--- src/rtl/bram_arb_pkg.sv ---
// Shared types and defaults for the two-port byte-write-enable BRAM arbiter.
package bram_arb_pkg;

  localparam int unsigned DEF_ADDR_WIDTH = 9;
  localparam int unsigned DEF_DI_WIDTH   = 8;

  typedef enum logic [1:0] {
    IDLE   = 2'd0,
    LOCK_A = 2'd1,
    LOCK_B = 2'd2
  } state_e;

  typedef enum logic {
    SEL_A = 1'b0,
    SEL_B = 1'b1
  } sel_e;

endpackage

--- src/rtl/bram_byte_we_arbiter_rr_arb2.sv ---
// Two-input grant logic with eligibility masks; round-robin on conflict,
// or A-wins fixed priority when ARB_FIXED_PRIO_EN is defined.
module rr_arb2
  import bram_arb_pkg::*;
(
  input  logic clk_i,
  input  logic rst_i,
  input  logic req_a_i,
  input  logic req_b_i,
  input  logic elig_a_i,
  input  logic elig_b_i,
  output logic gnt_a_o,
  output logic gnt_b_o
);

  logic ra;
  logic rb;

  assign ra = req_a_i & elig_a_i & ~rst_i;
  assign rb = req_b_i & elig_b_i & ~rst_i;

`ifdef ARB_FIXED_PRIO_EN
  logic unused_clk;
  assign unused_clk = clk_i;

  always_comb begin
    gnt_a_o = ra;
    gnt_b_o = rb & ~ra;
  end
`else
  sel_e last_q;
  sel_e last_d;

  always_comb begin
    gnt_a_o = ra & (~rb | (last_q == SEL_B));
    gnt_b_o = rb & ~gnt_a_o;
    last_d  = last_q;
    if (gnt_a_o)      last_d = SEL_A;
    else if (gnt_b_o) last_d = SEL_B;
  end

  // B recorded as last so A wins the first conflict after reset.
  always_ff @(posedge clk_i) begin
    if (rst_i) last_q <= SEL_B;
    else       last_q <= last_d;
  end
`endif

endmodule

--- src/rtl/bram_byte_we_arbiter.sv ---
// Arbiter sharing one read-first byte-WE BRAM port between requesters A and B.
// Optional build macro: ARB_FIXED_PRIO_EN (A always wins conflicts in IDLE).
module bram_byte_we_arbiter
  import bram_arb_pkg::*;
#(
  parameter int unsigned ADDR_WIDTH = DEF_ADDR_WIDTH,
  parameter int unsigned DI_WIDTH   = DEF_DI_WIDTH
) (
  input  logic                    CLK,
  input  logic                    RST,
  input  logic                    a_req,
  input  logic                    a_lock,
  input  logic [1:0]              a_we,
  input  logic [ADDR_WIDTH-1:0]   a_addr,
  input  logic [2*DI_WIDTH-1:0]   a_di,
  output logic                    a_gnt,
  output logic                    a_rvalid,
  output logic [2*DI_WIDTH-1:0]   a_do,
  input  logic                    b_req,
  input  logic                    b_lock,
  input  logic [1:0]              b_we,
  input  logic [ADDR_WIDTH-1:0]   b_addr,
  input  logic [2*DI_WIDTH-1:0]   b_di,
  output logic                    b_gnt,
  output logic                    b_rvalid,
  output logic [2*DI_WIDTH-1:0]   b_do,
  output logic [1:0]              ram_we,
  output logic [ADDR_WIDTH-1:0]   ram_addr,
  output logic [2*DI_WIDTH-1:0]   ram_di,
  input  logic [2*DI_WIDTH-1:0]   ram_do
);

  state_e state_q;
  state_e state_d;
  logic   a_rvalid_q;
  logic   b_rvalid_q;

  rr_arb2 u_arb (
    .clk_i    (CLK),
    .rst_i    (RST),
    .req_a_i  (a_req),
    .req_b_i  (b_req),
    .elig_a_i (state_q != LOCK_B),
    .elig_b_i (state_q != LOCK_A),
    .gnt_a_o  (a_gnt),
    .gnt_b_o  (b_gnt)
  );

  // Lock persists across cycles where the owner is not requesting.
  always_comb begin
    state_d = state_q;
    if (a_gnt)      state_d = a_lock ? LOCK_A : IDLE;
    else if (b_gnt) state_d = b_lock ? LOCK_B : IDLE;
  end

  always_comb begin
    ram_we   = '0;
    ram_addr = '0;
    ram_di   = '0;
    if (a_gnt) begin
      ram_we   = a_we;
      ram_addr = a_addr;
      ram_di   = a_di;
    end else if (b_gnt) begin
      ram_we   = b_we;
      ram_addr = b_addr;
      ram_di   = b_di;
    end
  end

  always_ff @(posedge CLK) begin
    if (RST) begin
      state_q    <= IDLE;
      a_rvalid_q <= 1'b0;
      b_rvalid_q <= 1'b0;
    end else begin
      state_q    <= state_d;
      a_rvalid_q <= a_gnt;
      b_rvalid_q <= b_gnt;
    end
  end

  assign a_rvalid = a_rvalid_q & ~RST;
  assign b_rvalid = b_rvalid_q & ~RST;
  assign a_do     = a_rvalid ? ram_do : '0;
  assign b_do     = b_rvalid ? ram_do : '0;

endmodule

--- config.mk ---
export PLATFORM = sky130hd
export DESIGN_NAME = bram_byte_we_arbiter
export DESIGN_NICKNAME = d
export VERILOG_FILES = /design/src/rtl/bram_arb_pkg.sv /design/src/rtl/bram_byte_we_arbiter_rr_arb2.sv /design/src/rtl/bram_byte_we_arbiter.sv
export SDC_FILE = /design/constraint.sdc
export NUM_CORES = 1
export LEC_CHECK = 0
export BUFFER_PORTS_ARGS = -buffer_cell sky130_fd_sc_hd__buf_2
export CAP_MARGIN = 20
export CORE_ASPECT_RATIO = 1.5
export CORE_UTILIZATION = 23
export DETAILED_ROUTE_END_ITERATION = 8
export PLACE_DENSITY = 0.77
export SLEW_MARGIN = 20
export SYNTH_ARGS = -nofsm -noshare
export SYNTH_HDL_FRONTEND = slang
export SYNTH_SLANG_ARGS = --single-unit
export TNS_END_PERCENT = 100
--- constraint.sdc ---
create_clock -name CLK -period 1.5 [get_ports CLK]
set_clock_uncertainty 0.05 [all_clocks]
set_input_delay 0.075 -clock CLK [delete_from_list [all_inputs] [get_ports CLK]]
set_output_delay 0.075 -clock CLK [all_outputs]
set_load 0.05 [all_outputs]
# Yosys cells after proc, flatten, opt, wreduce, memory -nomap -nowiden
# Index checks and enable logic that the tools add are counted.
# word_totals
in_bits	76
out_inout_bits	63
ff_bits	5
elab_cells	33
# op_classes
n_reduce_logical	1
n_mux	14
n_eq_ne	2
bitwise	12
# ops
op	count
16-bit two-way mux	4
9-bit two-way mux	2
2-bit two-way mux	5
1-bit bitwise AND	8
1-bit two-way mux	3
1-bit NOT	3
2-bit by 1-bit inequality test with 1-bit output (second input constant)	1
2-bit inequality test (second input constant)	1
2-bit nonzero test	1
1-bit bitwise OR	1

# Logic depth before layout (Yosys ltp)
# logic_depth
word_depth	10
ltp_mapped	6
mapped_depth_nobuf	4

# Hierarchy
# Synthesis repeated with hierarchy kept, for this count alone.
# hier_totals
hier_cells	94
area_unflattened_um2	750.7
# modules_own_cells
mod	cells_per_inst	instances	area_each_um2
bram_byte_we_arbiter	86	1	676.9
rr_arb2	8	1	73.8

# Worst setup path before layout
# No wires, ideal clock.
# synth_path
path_kind	register to output
startpoint	reg u_arb.last_q
endpoint	out ram_addr[0]
t_arrival_ns	1.765
stages_incl_launch_ff	6
required_time_ns	1.375
path_buffers	1
setup_slack_ns	-0.390
cell_sequence	dfxtp_1 > nor2b_1 > maj3_2 > nor3b_2 > buf_2 > a22o_1
# synth_via
elab_chain_cells	6
# synth_lines
element	line_no	text
start: declaration	bram_byte_we_arbiter_rr_arb2.sv:31	sel_e last_q;
start signal: assignment	bram_byte_we_arbiter_rr_arb2.sv:45	else last_q <= last_d;
1-bit bitwise OR *	bram_byte_we_arbiter_rr_arb2.sv:35	gnt_a_o = ra & (~rb | (last_q == SEL_B));
1-bit bitwise AND *	bram_byte_we_arbiter_rr_arb2.sv:35	
net a_gnt	bram_byte_we_arbiter.sv:16	output logic a_gnt,
1-bit NOT	bram_byte_we_arbiter_rr_arb2.sv:36	gnt_b_o = rb & ~gnt_a_o;
1-bit bitwise AND	bram_byte_we_arbiter_rr_arb2.sv:36	
9-bit two-way mux	bram_byte_we_arbiter.sv:64	end else if (b_gnt) begin
9-bit two-way mux *	bram_byte_we_arbiter.sv:60	if (a_gnt) begin
end: declaration	bram_byte_we_arbiter.sv:28	output logic [ADDR_WIDTH-1:0] ram_addr,
# Mark *: on every way through the listed nets, which the timed path passes. The rest lies on a longest branch.

# Worst setup path after layout
# layout_path
startpoint	reg u_arb.last_q
endpoint	out ram_we[0]
# layout_via
elab_chain_cells	6
# layout_lines
element	line_no	text
1-bit bitwise OR *	bram_byte_we_arbiter_rr_arb2.sv:35	
1-bit bitwise AND *	bram_byte_we_arbiter_rr_arb2.sv:35	
1-bit NOT	bram_byte_we_arbiter_rr_arb2.sv:36	
1-bit bitwise AND	bram_byte_we_arbiter_rr_arb2.sv:36	
2-bit two-way mux	bram_byte_we_arbiter.sv:64	
2-bit two-way mux *	bram_byte_we_arbiter.sv:60	
end: declaration	bram_byte_we_arbiter.sv:27	output logic [1:0] ram_we,
# Mark *: on every way between the ends. The rest lies on a longest branch, timed or not.

==> results.sh <==
export IMPL_grtUsageMet2_pct=52.0
export IMPL_num_vias=1425
export IMPL_report_final_setup_viol=30
export IMPL_wl_mm=4.72
export IMPL_grtUsageMet1_pct=23.6
export IMPL_power_density_nw_per_um2=615
export IMPL_grtUsageTotal_pct=26.1
export IMPL_clkPwrFrac_pct=16.7
export IMPL_syn_num_nets=175
export IMPL_numCtsBuffers=3
export IMPL_drive_gt1_share_pct=85.7
export IMPL_status="finished with violations"
export IMPL_num_rows=24
export IMPL_die_area_um2=3470
export IMPL_syn_cell_area_um2=744
export IMPL_final_setup_tns_ps=-10250
export IMPL_place_ws_ps=-240
export IMPL_nNetsFinal=336
export IMPL_clock_sinks=5
export IMPL_grt_pass1_wl_mm=6.93
export IMPL_hp_class="primary input to flip-flop"
export IMPL_io_pins=139
export IMPL_grt_pass1_vias=1449
export IMPL_switching_share_pct=43.8
export IMPL_place_congestion=0.823
export IMPL_ant_nets=0
export IMPL_finalCritPeriodShare_pct=126
export IMPL_path_class="flip-flop to primary output"
export IMPL_cp_required_ps=1370
export IMPL_wl_per_cell_um=15.9
export IMPL_cts_tree="yes"
export IMPL_die_h_um=71.7
export IMPL_gr_total_overflow=0
export IMPL_final_cell_area_um2=2410
export IMPL_rsz0062_at_grt="true"
export IMPL_synth_largest_area_cell="a22o_1"
export IMPL_dr_pass1_iters=4
export IMPL_first_iter_violations=12
export IMPL_cts_htree_levels=1
export IMPL_p_comb_share_pct=73.1
export IMPL_grtUsageMet3_pct=10.4
export IMPL_clock_latency_ps=220
export IMPL_postCtsHoldBufs=0
export IMPL_syn_avg_cell_area_um2=7.52
export IMPL_vias_per_cell=4.78
export IMPL_die_w_um=48.5
export IMPL_power_switching_w=0.000649
export IMPL_hold_viol=0
export IMPL_synth_simple_area_share_pct=36.8
export IMPL_cap_violations=0
export IMPL_path_clk_slew_ps=40
export IMPL_grt_antenna_before_repair=0
export IMPL_max_freq_mhz=529
export IMPL_cp_max_fo=6
export IMPL_drc=0
export IMPL_synth_top_cell_area_share_pct=31.8
export IMPL_grt_max_degree=18
export IMPL_internal_power_w=0.000833
export IMPL_ys_types=22
export IMPL_layout_commonest_cell="buf_2"
export IMPL_ys_warn_count=0
export IMPL_end_kind="primary output"
export IMPL_start_util_pct=24.8
export IMPL_ir_drop_uv=509
export IMPL_seqPwrFrac_pct=10.2
export IMPL_synth_top_family_by_area="compound AO/OA/AOI/OAI gates"
export IMPL_leakage_nw=1.34
export IMPL_synthTopCellsByArea="a22o_1, and2_1, dfxtp_1"
export IMPL_muxShareOfSynthArea_pct=0
export IMPL_dp_hpwl_mm=3.46
export IMPL_synth_compound_area_share_pct=41.2
export IMPL_finalMaxSlewViolations=0
export IMPL_setup_worst_path_start_class="flip-flop"
export IMPL_min_period_ps=1890
export IMPL_synth_xor_area_share_pct=0
export IMPL_cts_root_buf="clkbuf_8"
export IMPL_synth_seq_area_share_pct=13.4
export IMPL_timing_final_ws_setup_ps=-389
export IMPL_syn_inst=99
export IMPL_synthAdderAreaFrac_pct=1.51
export IMPL_area_growth_pct=224
export IMPL_ys_ff_latch=5
export IMPL_ctsLongestPathBuffers=2
export IMPL_numPortBuffers=138
export IMPL_tightest_slew_ps=352
export IMPL_crit_arrival_ps=1760
export IMPL_dpl_cell_area_um2=1890
export IMPL_diodes=0
export IMPL_relSlewSlack_pct=76.5
export IMPL_mostFrequentLayoutCells="buf_2, a22o_4, buf_8"
export IMPL_violations="negative setup slack"
export IMPL_coreArea_um2=3000
export IMPL_busiest_layer="met2"
## cell type report
class / instances / area (µm²)
multi-input cells: 84 / 882
inverters: 3 / 11.3
well taps: 39 / 48.8
repair buffers: 163 / 1320
flip-flops and latches: 5 / 103
clock buffers: 4 / 45.0
fillers: 207 / 593
## power by group through the flow
stage                     clock network, W  registers, W  logic, W
after detailed placement                 0      0.000151  0.000854
after CTS                         0.000254      0.000150   0.00105
final                             0.000248      0.000151   0.00108
after global placement                   0      0.000151  0.000847
after global routing              0.000262      0.000152   0.00113
after floorplan                          0      0.000154  0.000538
## what timing repair did
| action | 4_1_cts | 5_1_grt |
|---|---|---|
| setup endpoints to repair | 29 | 31 |
| endpoints found under the hold margin | 0 | 0 |
| pin swaps | 4 | 8 |
| gates resized for setup | 83 | 15 |
| gates cloned | 3 | 1 |
| setup buffers | 7 | 3 |
## layer usage
layer | share of wire, % | vias up
li1 | - | 683
met1 | 33 | 631
met2 | 55 | 107
met3 | 11 | 4
met4 | 0.89 | 0
met5 | 0 | -
## worst max-delay path, stage by stage (launching register included)
cell and delay [ps]:
dfxtp_2 330, nor2b_2 40, maj3_2 340, nor3b_4 240, buf_6 160, buf_12 120, a22o_2 150, buf_6 150
## synth_stat cells
cell       count
maj3_2         1
a32o_1         1
a21oi_1        3
nor3b_1        1
o21ai_0        3
a31oi_1        1
o22ai_1        1
a2111oi_0      1
nor3b_2        1
buf_4          1
inv_1          3
a21oi_2        1
dfxtp_1        5
clkbuf_1       2
buf_2          3
nor2b_1        4
nor2_1         2
or2_2          1
buf_6          1
a22o_1        27
and2_1        32
nand2_1        4
## per-stage QoR
stage / hold slack, ps / instances / power [W] / util [%]
floorplan: 101 / 99 / 0.000692 / -
global placement: 242 / 283 / 0.000998 / 63.0
detailed placement: 247 / 283 / 0.00100 / 63.0
CTS: 16.8 / 296 / 0.00146 / 78.0
global route: 36.0 / 298 / 0.00154 / 80.3
finish: 18.6 / 298 / 0.00148 / 80.3
## flip-flops by register name (all words and copies together), names as in the netlist
register,cells
state_q,2
a_rvalid_q,1
b_rvalid_q,1
u_arb.last_q,1
## logic make-up (layout without fill, tap and decap cells)
family,count (synthesis),count (layout)
AND/OR/NAND/NOR,45,45
adder cells (fa/ha/maj),1,1
buffers and inverters,10,170
AO/OA/AOI/OAI,38,38
flip-flops,5,5
## worst paths after layout
check	from	to	slack [ps]	depth (start not counted)
worst max register to register	u_arb.last_q$_SDFFE_PP1P_	state_q[0]$_SDFFE_PP0P_	-50	7
worst min-delay path	a_lock	state_q[0]$_SDFFE_PP0P_	20	2
worst max-delay path	u_arb.last_q$_SDFFE_PP1P_	ram_we[0]	-390	7
worst min register to register	state_q[0]$_SDFFE_PP0P_	state_q[0]$_SDFFE_PP0P_	550	2
No activity file was read; power rests on OpenSTA's default activity.
